$ cat src/rtl/branch_cmp_pipe.sv
// branch_cmp_pipe: two-stage branch-condition compare pipeline (valid/ready), optional saturating stats under BRANCH_CMP_STAT_EN
module branch_cmp_pipe #(
  parameter int WIDTH  = 32,
  parameter int STAT_W = 16
) (
  input  logic              clk,
  input  logic              reset,
  input  logic              in_valid,
  output logic              in_ready,
  input  logic [WIDTH-1:0]  cmpA,
  input  logic [WIDTH-1:0]  cmpB,
  input  logic [2:0]        cmpOp,
  input  logic              flush,
  output logic              out_valid,
  input  logic              out_ready,
  output logic              cmpOut,
  output logic [STAT_W-1:0] stat_total,
  output logic [STAT_W-1:0] stat_taken
);
  logic             s1Valid, s2Valid, s2Out, s1Adv, accept, cmpRes, aNeg, aZero;
  logic [WIDTH-1:0] s1A, s1B;
  logic [2:0]       s1Op;
  assign s1Adv     = s1Valid && (!s2Valid || out_ready) && !flush;
  assign in_ready  = !flush && (!s1Valid || s1Adv);
  assign accept    = in_valid && in_ready;
  assign out_valid = s2Valid;
  assign cmpOut    = s2Valid && s2Out;
  assign aNeg      = s1A[WIDTH-1];
  assign aZero     = s1A == '0;
  always_comb begin
    cmpRes = s1Op == 3'd0 ? s1A == s1B :
             s1Op == 3'd1 ? s1A != s1B :
             s1Op == 3'd2 ? aNeg || aZero :
             s1Op == 3'd3 ? !aNeg && !aZero :
             s1Op == 3'd4 ? aNeg :
             s1Op == 3'd5 ? !aNeg :
             s1Op == 3'd6 ? $signed(s1A) < $signed(s1B) :
                            s1A < s1B;
  end
  always_ff @(posedge clk or negedge reset) begin
    if (!reset) begin
      s1Valid <= 1'b0;
      s2Valid <= 1'b0;
    end else begin
      s1Valid <= !flush && (accept || (s1Valid && !s1Adv));
      s2Valid <= !flush && (s1Adv || (s2Valid && !out_ready));
    end
  end
  always_ff @(posedge clk) begin
    if (accept) begin
      s1A  <= cmpA;
      s1B  <= cmpB;
      s1Op <= cmpOp;
    end
    if (s1Adv) s2Out <= cmpRes;
  end
`ifdef BRANCH_CMP_STAT_EN
  logic              consume;
  logic [STAT_W-1:0] total, taken;
  assign consume = s2Valid && out_ready && !flush;
  always_ff @(posedge clk or negedge reset) begin
    if (!reset) begin
      total <= '0;
      taken <= '0;
    end else begin
      if (consume && !(&total)) total <= total + STAT_W'(1);
      if (consume && s2Out && !(&taken)) taken <= taken + STAT_W'(1);
    end
  end
  assign stat_total = total;
  assign stat_taken = taken;
`else
  assign stat_total = '0;
  assign stat_taken = '0;
`endif
endmodule

$ cat config.mk
export PLATFORM = sky130hd
export DESIGN_NAME = branch_cmp_pipe
export DESIGN_NICKNAME = d
export VERILOG_FILES = /design/src/rtl/branch_cmp_pipe.sv
export SDC_FILE = /design/constraint.sdc
export NUM_CORES = 1
export LEC_CHECK = 0
export CAP_MARGIN = 25
export CORE_UTILIZATION = 36
export DETAILED_ROUTE_END_ITERATION = 6
export PLACE_DENSITY = 0.75
export SLEW_MARGIN = 30
export SYNTH_ARGS = -nofsm -noshare
export SYNTH_HDL_FRONTEND = slang
export SYNTH_SLANG_ARGS = --single-unit
$ cat constraint.sdc
create_clock -name clk -period 6.95 [get_ports clk]
set_input_delay 0.695 -clock clk [delete_from_list [all_inputs] [get_ports clk]]
set_output_delay 0.695 -clock clk [all_outputs]
set_load 0.03 [all_outputs]
==> summary.txt <==
Status
  • Outcome: finished with violations
  • Failing checks: design-rule violations

Worst setup path
  • Worst EP arrival: 2.09 ns
  • Required time worst endpoint: about 6.3 ns
  • Class of the most critical setup path: in -> out
  • Crit path max fanout: 4
  • R2R Path End: s2Out$_DFFE_PP_
  • Setup crit end kind: output port
  • R2r setup slk: ~4.7 ns
  • Worst reg2reg path depth: 7
  • Crit path launch type: input port
  • Worst r2r src: s1A[22]$_DFFE_PP_

Timing
  • Fmax: 0.359 GHz
  • Clock skew: 0.00317 ns
  • Worst-Margin Slew: between 0.8 and 0.9 ns
  • Final setup vio count: 0
  • Final min period: around 2.8 ns
  • Fin. Hold Viols: 0
  • Worst setup margin: 4.16 ns
  • Final worst path period share: between 40% and 50%
  • Setup_tns: 0 ns
  • Slew Limit Fails: 0
  • Slew HR: around 44%
  • RSZ-0062 raised after global routing: false

Floorplan
  • I/O Pins: roughly 110
  • Core ar.: slightly below 9000 um2
  • Chip Height: 98.5 um
  • Die W: about 98 um
  • # rows: 34
  • Die ar.: approximately 9700 um2
  • Initial Utilization: 37.9%

Logic synthesis
  • Async SR Flop Fraction: 2.86%
  • Sequential area share after synthesis: between 60% and 70%
  • Number of distinct library cells after synthesis: 33
  • Post-synthesis register bit count: 70
  • Synthesized area: around 3400 um2
  • Main flop type after synthesis: edfxtp_1
  • Post-synth EDFFs: 68
  • Post-Syn Area per Cell: 13.6 um2
  • Synth Warn #: 0
  • Cells after synthesis: 247

Clock network
  • Clk root buf: clkbuf_8
  • CTS tree: done
  • CTS Buf Count: 9
  • Post-CTS Setup Inserts: 0
  • Clk Latency, worst-skew pair: between 0.3 and 0.4 ns
  • Post-CTS Resized: 0
  • CTS clk-pin slew, worst paths: about 0.060 ns
  • Clock sinks: 70
  • Hold buffers post-CTS: 0
  • Clock buffer depth: 2
  • H-tree levels: 3

Route
  • Vias per cell: about 4.5
  • Via count of the routed design: 2016
  • DRC Markers: 12
  • Final WL: 5500 um
  • Antenna viol nets, final: 0
  • DR iter-0 viols: approximately 80
  • Wire length per cell: around 12 um
  • DR pass1 iterations: 7

Placement
  • I/O Buffers: 74
  • Place WS: approximately 4.2 ns
  • Post-DP HPWL: roughly 4300 um
  • Placed instance count: approximately 430
  • Final GP Congestion: ~0.77

Pwr
  • Post-layout total power: 0.000865 W
  • Leak pwr: 1.74 nW
  • Peak VDD IR: between 100 and 150 uV
  • Pwr dens: roughly 200 nW/um2

Cells and area
  • Synth-to-Final Area Change: 27.3%
  • Antenna diode count: 0
  • Final core utilization: between 40% and 50%
  • Filler-free cell count of the finished design: 444
  • Share of layout cells above drive strength 1: between 5 and 6%
  • Nets: 436

GRT
  • GRT busiest layer: met2
  • Initial antenna violation count: 0
  • Met2 Track Usage GR: 20.3%
  • Vias in the first global route: 1989
  • Total global-route track usage: 12.1%
  • M3 GR Usage: 3.55%
  • Met1 Track Usage GR: between 10% and 20%
  • Largest net degree at the start of global routing: 68
  • First-pass GRT wire length: just under 9000 um
  • Total congestion overflow: 0

Flow run
  • Max cap viols: 0

Worst hold path
  • Hold Crit Class: in -> async
-- synth_stat cells (all sizes together), types with 3 or more instances --
master	number	share of area, %
edfxtp	68	61
nor4	8	1.7
ha	32	12
nand2	6	0.67
a21oi	16	2.4
buf	32	7.2
o21ai	7	1.0
o211ai	3	0.67
and4	3	0.78
nand4	7	1.5
a21o	4	0.90
inv	36	4.0
-- metrics by stage --
stage / hold slack, ns / area, um2
floorplan: 0.399 / 3470
global placement: 0.530 / 4110
global route: 0.506 / 4270
CTS: 0.509 / 4270
finish: 0.520 / 4270
detailed placement: 0.555 / 4110
-- how the worst max path moves through the flow --
stage,from,end,slack (ns),depth (start not counted)
after floorplan,out_ready,s1A[0]$_DFFE_PP_,3.54,3
after global placement,out_ready,in_ready,4.19,4
after detailed placement,out_ready,in_ready,4.16,4
after CTS,out_ready,in_ready,4.16,4
after global routing,out_ready,in_ready,4.07,4
final,out_ready,in_ready,4.16,4
-- area by class of cell --
type                            instances  area (um2)
Clock inverter                          6        30.0
Fill cell                             795        4580
Sequential cell                        70        2090
Inverter                               36         135
Multi-Input combinational cell        140        1000
Tap cell                              108         135
Timing Repair Buffer                   75         748
Clock buffer                            9         124
-- power breakdown --
group / total [W] / switching, W / internal, W
Sequential: 0.000493 / 0.00000794 / 0.000485
Clock: 0.000259 / 0.000137 / 0.000122
Combinational: 0.000113 / 0.0000584 / 0.0000541
-- flip-flops by register name, summed over array words and instances (netlist names) --
register,cells
out_valid,1
s1A,32
s1B,32
s1Op,3
s2Out,1
s1Valid,1
-- routing by layer --
metal	share of wire [%]	routed length (um)
met5	0	0
met4	1.9	105
met3	7.3	403
met2	48	2620
met1	43	2380
-- worst max-delay path: stages --
cell and delay (ns):
clkdlybuf4s50_1 0.46, nor2b_1 0.07, a21oi_1 0.18, clkdlybuf4s50_1 0.69
-- cell families after synthesis --
group	count (synthesis)	share of synthesized area, %
simple gates	38	7.13
xor+xnor	2	0.523
other cells	1	0.112
compound gates	36	6.65
buf+inv	68	11.2
fa+ha+maj	32	11.9
flops	70	62.4
-- layout by cell type (no fill, tap or decap), drive strengths merged --
cell type and instances:
clkdlybuf4s50 74, edfxtp 68, inv 36, ha 32, conb 32, a21oi 16, clkbuf 9, nor4 8
o21ai 7, nand4 7, nand2 6, a21o 4, clkinv 4, and4 3, o211ai 3, nor3 2
nand3 2, nor2b 2, nor2 2, clkinvlp 2, dfrtp 2, and2 2, o21bai 1, or4 1
xnor2 1, a211o 1, nand2b 1, a221o 1, and3 1, o21a 1, a2111o 1, xor2 1
o2111ai 1, nor3b 1, buf 1
Note: power is estimated with default switching activity, not from simulation.
